--- config.mk ---
export PLATFORM = sky130hd
export DESIGN_NAME = im_load_fetch_ctrl
export DESIGN_NICKNAME = d
export VERILOG_FILES = /design/src/rtl/im_load_fetch_ctrl.sv
export SDC_FILE = /design/constraint.sdc
export NUM_CORES = 1
export LEC_CHECK = 0
export BUFFER_PORTS_ARGS = -buffer_cell sky130_fd_sc_hd__buf_2
export CORE_MARGIN = 1
export CORE_UTILIZATION = 57
export DETAILED_ROUTE_END_ITERATION = 8
export PLACE_DENSITY = 0.95
export SYNTH_ARGS = -nofsm -noshare
export SYNTH_HDL_FRONTEND = slang
export SYNTH_SLANG_ARGS = --single-unit
--- constraint.sdc ---
create_clock -name clk -period 8 [get_ports clk]
set_input_delay 0.8 -clock clk [delete_from_list [all_inputs] [get_ports clk]]
set_output_delay 0.8 -clock clk [all_outputs]
set_load 0.01 [all_outputs]
--- src/rtl/im_load_fetch_ctrl.sv ---
// -----------------------------------------------------------------------------
// im_load_fetch_ctrl
//
// Owns the single port of the instruction memory (IM) and shares it between
// the CPU fetch stage and a host program loader. Out of reset the CPU is held
// in stall until a program image has been streamed into IM. After that, CPU
// fetches are granted with a registered one-cycle read response. A later
// reload request drains any in-flight fetch, re-stalls the CPU and rewrites IM.
//
// Ports
//   clk, rst_n            clock, synchronous active-low reset
//   ld_start/base/len     loader request (base/len sampled on ld_start)
//   ld_valid/data/ready   loader word stream
//   ld_done, ld_err       one-cycle pulses: load finished / request rejected
//   if_req/addr/gnt       CPU fetch request and grant
//   if_rvalid/rdata/err   CPU fetch response, one cycle after the grant
//   cpu_stall             CPU must hold its PC
//   im_we/addr/wdata      IM port (write enable, byte address, write data)
//   im_rdata              IM combinational read data
// -----------------------------------------------------------------------------
module im_load_fetch_ctrl #(
  parameter int                    ARCH_WIDTH   = 32,
  parameter int                    IM_WIDTH     = 32,
  parameter logic [ARCH_WIDTH-1:0] IM_BASE_ADDR = 'h0000_3000,
  parameter int                    IM_SIZE      = 1024,
  parameter int                    LEN_WIDTH    = 16
) (
  input  logic                  clk,
  input  logic                  rst_n,
  input  logic                  ld_start,
  input  logic [ARCH_WIDTH-1:0] ld_base,
  input  logic [LEN_WIDTH-1:0]  ld_len,
  input  logic                  ld_valid,
  input  logic [IM_WIDTH-1:0]   ld_data,
  output logic                  ld_ready,
  output logic                  ld_done,
  output logic                  ld_err,
  input  logic                  if_req,
  input  logic [ARCH_WIDTH-1:0] if_addr,
  output logic                  if_gnt,
  output logic                  if_rvalid,
  output logic [0:IM_WIDTH-1]   if_rdata,
  output logic                  if_err,
  output logic                  cpu_stall,
  output logic                  im_we,
  output logic [ARCH_WIDTH-1:0] im_addr,
  output logic [IM_WIDTH-1:0]   im_wdata,
  input  logic [IM_WIDTH-1:0]   im_rdata
);

  // Range arithmetic is carried at a width that cannot wrap for any
  // combination of base address and word count.
  localparam int CHK_W = ARCH_WIDTH + LEN_WIDTH + 2;
  localparam logic [CHK_W-1:0] IM_BYTES = CHK_W'(4 * IM_SIZE);
  localparam logic [CHK_W-1:0] IM_END   = CHK_W'(IM_BASE_ADDR) + IM_BYTES;

  typedef enum logic [2:0] {
    ST_BOOT,
    ST_LOAD,
    ST_DONE,
    ST_RUN,
    ST_DRAIN
  } state_t;

  state_t                state_reg;
  logic [ARCH_WIDTH-1:0] base_reg;
  logic [LEN_WIDTH-1:0]  len_reg;
  logic [LEN_WIDTH-1:0]  cnt_reg;

  logic                  cpu_stall_reg;
  logic                  ld_ready_reg;
  logic                  ld_done_reg;
  logic                  ld_err_reg;
  logic                  if_rvalid_reg;
  logic                  if_err_reg;
  logic [IM_WIDTH-1:0]   if_rdata_reg;

  logic                  ld_ok;
  logic [CHK_W-1:0]      ld_end;
  logic                  fetch_bad;
  logic                  beat;
  logic                  last_beat;

  // Load request validation: non-empty, word aligned, and the whole image
  // [base, base + 4*len) must fit inside IM. The end offset is only meaningful
  // when base >= IM_BASE_ADDR, which is checked alongside it.
  always_comb begin
    ld_end = CHK_W'(ld_base) - CHK_W'(IM_BASE_ADDR) + CHK_W'({ld_len, 2'b00});
    ld_ok  = (ld_len != '0) &&
             (ld_base[1:0] == 2'b00) &&
             (ld_base >= IM_BASE_ADDR) &&
             (ld_end <= IM_BYTES);
  end

  // Fetches outside IM or not word aligned are still granted but answered
  // with an error and zero data.
  always_comb begin
    fetch_bad = (if_addr[1:0] != 2'b00) ||
                (if_addr < IM_BASE_ADDR) ||
                (CHK_W'(if_addr) >= IM_END);
  end

  assign beat      = (state_reg == ST_LOAD) && ld_valid;
  assign last_beat = (cnt_reg == len_reg - LEN_WIDTH'(1));

  // The IM port is steered combinationally so a beat writes IM at the same
  // clock edge, and a granted fetch reads IM in its grant cycle.
  assign if_gnt   = (state_reg == ST_RUN) && if_req;
  assign im_we    = beat;
  assign im_wdata = ld_data;

  always_comb begin
    im_addr = IM_BASE_ADDR;
    case (state_reg)
      ST_LOAD: im_addr = base_reg + ARCH_WIDTH'({cnt_reg, 2'b00});
      ST_RUN:  im_addr = if_addr;
      default: im_addr = IM_BASE_ADDR;
    endcase
  end

  // Control FSM with registered status outputs. Each registered output is
  // loaded with the value that belongs to the state being entered.
  always_ff @(posedge clk) begin
    if (!rst_n) begin
      state_reg     <= ST_BOOT;
      base_reg      <= IM_BASE_ADDR;
      len_reg       <= '0;
      cnt_reg       <= '0;
      cpu_stall_reg <= 1'b1;
      ld_ready_reg  <= 1'b0;
      ld_done_reg   <= 1'b0;
      ld_err_reg    <= 1'b0;
      if_rvalid_reg <= 1'b0;
      if_err_reg    <= 1'b0;
      if_rdata_reg  <= '0;
    end else begin
      ld_done_reg   <= 1'b0;
      ld_err_reg    <= 1'b0;

      // Response path: exactly one response per grant, including a fetch
      // granted in the same cycle as an accepted reload (answered in DRAIN).
      if_rvalid_reg <= if_gnt;
      if_err_reg    <= if_gnt && fetch_bad;
      if (if_gnt) begin
        if_rdata_reg <= fetch_bad ? '0 : im_rdata;
      end

      case (state_reg)
        ST_BOOT: begin
          if (ld_start) begin
            if (ld_ok) begin
              state_reg    <= ST_LOAD;
              base_reg     <= ld_base;
              len_reg      <= ld_len;
              cnt_reg      <= '0;
              ld_ready_reg <= 1'b1;
            end else begin
              ld_err_reg   <= 1'b1;
            end
          end
        end

        ST_LOAD: begin
          // A new ld_start while loading is silently ignored.
          if (beat) begin
            cnt_reg <= cnt_reg + LEN_WIDTH'(1);
            if (last_beat) begin
              state_reg    <= ST_DONE;
              ld_ready_reg <= 1'b0;
              ld_done_reg  <= 1'b1;
            end
          end
        end

        ST_DONE: begin
          state_reg     <= ST_RUN;
          cpu_stall_reg <= 1'b0;
        end

        ST_RUN: begin
          if (ld_start) begin
            if (ld_ok) begin
              state_reg     <= ST_DRAIN;
              cpu_stall_reg <= 1'b1;
              base_reg      <= ld_base;
              len_reg       <= ld_len;
              cnt_reg       <= '0;
            end else begin
              ld_err_reg    <= 1'b1;
            end
          end
        end

        ST_DRAIN: begin
          state_reg    <= ST_LOAD;
          ld_ready_reg <= 1'b1;
        end

        default: begin
          state_reg     <= ST_BOOT;
          cpu_stall_reg <= 1'b1;
          ld_ready_reg  <= 1'b0;
        end
      endcase
    end
  end

  assign cpu_stall = cpu_stall_reg;
  assign ld_ready  = ld_ready_reg;
  assign ld_done   = ld_done_reg;
  assign ld_err    = ld_err_reg;
  assign if_rvalid = if_rvalid_reg;
  assign if_err    = if_err_reg;
  assign if_rdata  = if_rdata_reg;

endmodule
# Word-level counts from Yosys, hierarchy flattened
# Index checks and enable logic that the tools add are counted.
# word_totals
elab_cells,79
regBits,105
out_inout_bits,104
input_bits,149
# op_classes
reduce_logical,23
n_addsub,5
n_mux,21
order_cmp,4
n_bitwise,2
n_eq_ne,13
# ops
operator,count
32-bit one-hot mux with 2 select lines,1
50-bit by 13-bit <= comparator with 1-bit output (second input constant),1
16-bit 2-to-1 mux,3
33-bit by 19-bit adder with 34-bit output,1
32-bit by 14-bit subtractor with 33-bit output (second input constant),1
32-bit by 18-bit adder with 32-bit output,1
32-bit by 14-bit greater-or-equal comparator with 1-bit output (second input constant),1
32-bit by 15-bit greater-or-equal comparator with 1-bit output (second input constant),1
32-bit by 14-bit less-than comparator with 1-bit output (second input constant),1
32-bit 2-to-1 mux,1
16-bit one-hot mux with 2 select lines,1
3-bit 2-to-1 mux,6
16-bit by 1-bit adder with 16-bit output (second input constant),1
16-bit == test,1
16-bit nonzero test,1
16-bit by 1-bit subtractor with 16-bit output (second input constant),1
3-bit one-hot mux with 5 select lines,1
2-bit inequality test (second input constant),6
3-bit AND reduction,4
3-bit by 2-bit == test with 1-bit output (second input constant),2
1-bit logical AND,6
1-bit 2-to-1 mux,6
6-bit AND reduction,1
5-bit AND reduction,1
13 further kinds,18

# Logic depth before layout (Yosys ltp)
# depth
depth_word,7
mapped_depth,18
ltp_nobuf,14

# Least setup slack after synthesis
# OpenSTA, ideal clock, no wires.
# synth_timing
path_kind,input-to-reg
from,in ld_base[15]
to,reg cnt_reg[11]
cell_stages,16
path_buffers,3
path_slack_ns,3.695
arrival_time_ns,4.164
path_cell_list,buf_2 -> or4_4 -> buf_6 -> nand2_1 -> ha_1 -> o21ai_0 -> o21ai_0 -> a21oi_1 -> o21a_1 -> nor3_1 -> or4b_1 -> nor4_2 -> nand4b_1 -> o21ai_1 -> buf_2 -> a41oi_1
# synth_between
elab_chain_cells,6
elab_cells_between_ends,8
classes_between,add/sub (2); order compare (2); eq/ne (1); reduce/logical (3)
# synth_rtl
item,line,source
"start, declared",31,"input logic [ARCH_WIDTH-1:0] ld_base,"
32-bit by 14-bit subtractor with 33-bit output,88,"ld_end = CHK_W'(ld_base) - CHK_W'(IM_BASE_ADDR) + CHK_W'({ld_len, 2'b00});"
33-bit by 19-bit adder with 34-bit output,88,
50-bit by 13-bit <= comparator with 1-bit output,92,(ld_end <= IM_BYTES);
1-bit logical AND (*),91,(ld_base >= IM_BASE_ADDR) &&
2-bit by 1-bit inequality test with 1-bit output (no source line) (*),n/a,
4-bit AND reduction (no source line) (*),n/a,
"end signal, assigned",166,cnt_reg <= cnt_reg + LEN_WIDTH'(1);
"end, declared",68,logic [LEN_WIDTH-1:0] cnt_reg;
# Every way passes the cells marked *; elsewhere a longest branch is shown, timed or not.
# A chain may end at the register's enable or synchronous reset.

# Worst setup path in the final report
# layout_timing
from,in ld_base[14]
to,reg base_reg[27]
# layout_between
elab_chain_cells,5
elab_cells_between_ends,7
classes_between,add/sub (2); order compare (2); reduce/logical (3)
# layout_rtl
item,line,source
32-bit by 14-bit subtractor with 33-bit output,88,
33-bit by 19-bit adder with 34-bit output,88,
50-bit by 13-bit <= comparator with 1-bit output,92,
1-bit logical AND (*),91,
3-bit AND reduction (no source line) (*),n/a,
"end signal, assigned",153,base_reg <= ld_base;
"end signal, assigned",185,base_reg <= ld_base;
"end, declared",66,logic [ARCH_WIDTH-1:0] base_reg;
# Marked as above.

==> impl_metrics.json <==
{
  "dpl.hpwl_microns": 18400,
  "cts_sinks": 105,
  "syn-cell-area_sq_um": 8390,
  "crit_chain": "buf_2 -> a2111o_1 -> xnor2_1 -> ha_1 -> and4_1 -> nand3_1 -> a211oi_1 -> o211ai_1 -> nor3_1 -> and4b_1 -> a2111o_1 -> and3b_1 -> nand2_2 -> and3_1",
  "peakVddDrop_mv": 0.115,
  "syn_avg_cell_area_sq_um": 7.38,
  "r2r_start": "len_reg[7]",
  "overflow": 0,
  "multi_input_area_sq_um": 5660,
  "rsz0062_at_grt": "false",
  "postRouteAntennaNets": 0,
  "areaGrowthSynthToFinish_pct": 12.1,
  "critPathTopFamily": "simple AND/OR/NAND/NOR gates",
  "instances_no_fill": 1427,
  "cp_max_fo": 34,
  "fin_tns_setup_ns": 0,
  "grt_use_total_pct": 32.7,
  "numCtsBuffers": 9,
  "hold_depth": 2,
  "h-tree-depth": 3,
  "syn_inst": 1136,
  "synth-seq-area-share_pct": 25.1,
  "cpMostUsedCell": "a2111o_1",
  "die-area_sq_um": 15200,
  "critPathKind": "input port to register",
  "holdBufCountCts": 0,
  "synth-warning-count": 0,
  "drc": 0,
  "hold_path_class": "register to register",
  "slew_headroom_pct": 25.6,
  "fillers": 1182,
  "io_buffers": 188,
  "dp_cells": 1410,
  "max_freq_ghz": 0.184,
  "post-route-period-util_pct": 68.0,
  "synth_ff_type": "dfxtp_1",
  "power_density_nw_per_um2": 127,
  "crit_path_end_kind": "register",
  "clk_latency_ns": 0.35,
  "wl_per_cell_microns": 17.8,
  "finish.net_count": 1427,
  "cp-start-kind": "input port",
  "drtIter0Drc": 932,
  "routabilityCongestion": 1.02,
  "drive_gt1_share_pct": 19.7,
  "clockBufferDepth": 2,
  "grt_max_degree": 69,
  "finalMaxSlewViolations": 0,
  "worst-path-buf-inv": 1,
  "cts_tree": "built",
  "io_pins": 253,
  "grt_pass1_wl_microns": 39800,
  "wl_microns": 25400,
  "r2r_cells": 10,
  "synth.most_common_cell": "a21oi_1",
  "synth.top_cell.area_share_pct": 25.1,
  "cts-resized-gates": 0,
  "antenna_found_initial": 1,
  "finalHoldViolCount": 0,
  "critPathArrivalTime_ns": 5.68,
  "ys_types": 80,
  "num_vias": 9271,
  "vias_per_cell": 6.50,
  "synth_nets": 1322,
  "r2r-end": "ld_ready",
  "yosys_register_bits": 105,
  "die_h_microns": 123,
  "leakagePower_uw": 0.00370,
  "status": "completed",
  "fin_skew_ns": 0.00798,
  "fin_crit_ns": 5.44,
  "synthTopCellsByArea": "dfxtp_1 25%, a21oi_1 6.6%, o21ai_0 5.7%, nand3_1 5.5%, ha_1 5.2%",
  "async_flop_share_pct": 0,
  "die_w_microns": 123,
  "hp-start": "if_rdata[4]",
  "yosys-top-cells-count": "111 x a21oi_1, 105 x dfxtp_1, 102 x nand2_1",
  "dr.pass1.iters": 7,
  "post-cts-setup-buffer-count": 0,
  "max_stage_delay_ns": 0.90,
  "worst_slew_pin_slew_ns": 1.12,
  "cp_slowest_cell": "and3b_1",
  "r2r_slack_ns": 4.48,
  "synth-edff-count": 0,
  "clk_pin_slew_ns": 0.08,
  "ctsRootBufferMaster": "clkbuf_16",
  "cap_violations": 0,
  "synth_top_area_cell": "dfxtp_1",
  "rows": 43,
  "grt_pass1_vias": 8268,
  "finalSetupViolations": 0,
  "start_util_pct": 59.5,
  "hold_end": "if_rdata[4]",
  "core_area_sq_um": 14100,
  "final-seq-area_sq_um": 2100,
  "cp.required_ns": 8.24
}
-- where the power goes --
group	internal, uW	switching, uW
clock	252	221
sequential	523	0.786
combinational	79.1	122
total	854	343
-- logic make-up after synthesis --
logic type	after synthesis	share of synthesized area (%)
XOR/XNOR	61	6.37
buffers and inverters	127	7.59
multiplexers	21	2.57
adder cells (fa/ha/maj)	37	5.70
flip-flops	105	25.1
AND/OR/NAND/NOR	443	27.4
AO/OA/AOI/OAI	342	25.3
-- worst max path at each step --
stage          slack, ns   startpoint  cells after the start      endpoint
6_report            2.56  ld_base[14]                     14  base_reg[27]
5_1_grt             2.20  ld_base[14]                     14  base_reg[28]
4_1_cts             2.65  ld_base[14]                     14  base_reg[27]
3_5_place_dp        2.30  ld_base[14]                     14  base_reg[27]
3_3_place_gp        2.54  ld_base[14]                     14  base_reg[31]
2_1_floorplan       3.70  ld_base[15]                     16   cnt_reg[11]
-- tightest hold or removal path, stage by stage (launching register included) --
cell     delay (ns)
dfxtp_1        0.31
nand2_1        0.05
a21oi_1        0.05
-- placed cells by master (no fill, tap or decap), types with 6 or more instances in the layout --
master and n:
buf_2 188, a21oi_1 111, dfxtp_1 105, nand2_1 102, o21ai_0 96, nand3_1 93, nor2_1 72, xnor2_1 35
ha_1 35, nor3_1 28, and3_1 26, xor2_1 26, inv_1 23, nor4_1 21, mux2i_1 17, a31oi_1 16
a211oi_1 15, nand4_1 12, or3_1 12, o21a_1 11, or2_2 10, a21o_1 9, o31ai_1 9, a41oi_1 9
clkbuf_16 9, and4_1 8, nor3b_1 8, and2_1 8, or4_1 8, buf_4 8, nand2b_1 6, o211ai_1 6
o2111ai_1 6, o22ai_1 6
-- through the flow --
step / total power (uW) / utilization, % / hold WS, ns / setup WS (ns) / instance area [sq um]
floorplan: 678 / - / 0.452 / 3.70 / 8390
finish: 1200 / 66.7 / 0.451 / 2.56 / 9410
global placement: 727 / 64.4 / 0.435 / 2.54 / 9080
detailed placement: 729 / 64.4 / 0.440 / 2.30 / 9080
global route: 1240 / 66.7 / 0.468 / 2.20 / 9410
CTS: 1190 / 66.7 / 0.451 / 2.65 / 9410
-- per-layer routing --
layer / GRT usage (%) / vias to the layer above / wire, microns / share of wire [%]
met5: 0 / - / 0 / 0
met4: 15.6 / 0 / 1090 / 4.3
met3: 7.66 / 141 / 2770 / 11
met2: 53.4 / 620 / 11700 / 46
met1: 40.6 / 4129 / 9860 / 39
li1: - / 4381 / - / -
-- area by class of cell --
class                      count  share of cell area [%]
multi-input combinational    904                    60.1
clock buffer                   9                    2.39
timing repair buffer         196                    10.6
antenna                        1                  0.0266
sequential                   105                    22.3
clock inverter                 7                    1.08
tap                          180                    2.39
inverter                      25                   0.997
No activity file was read; power rests on OpenSTA's default activity.
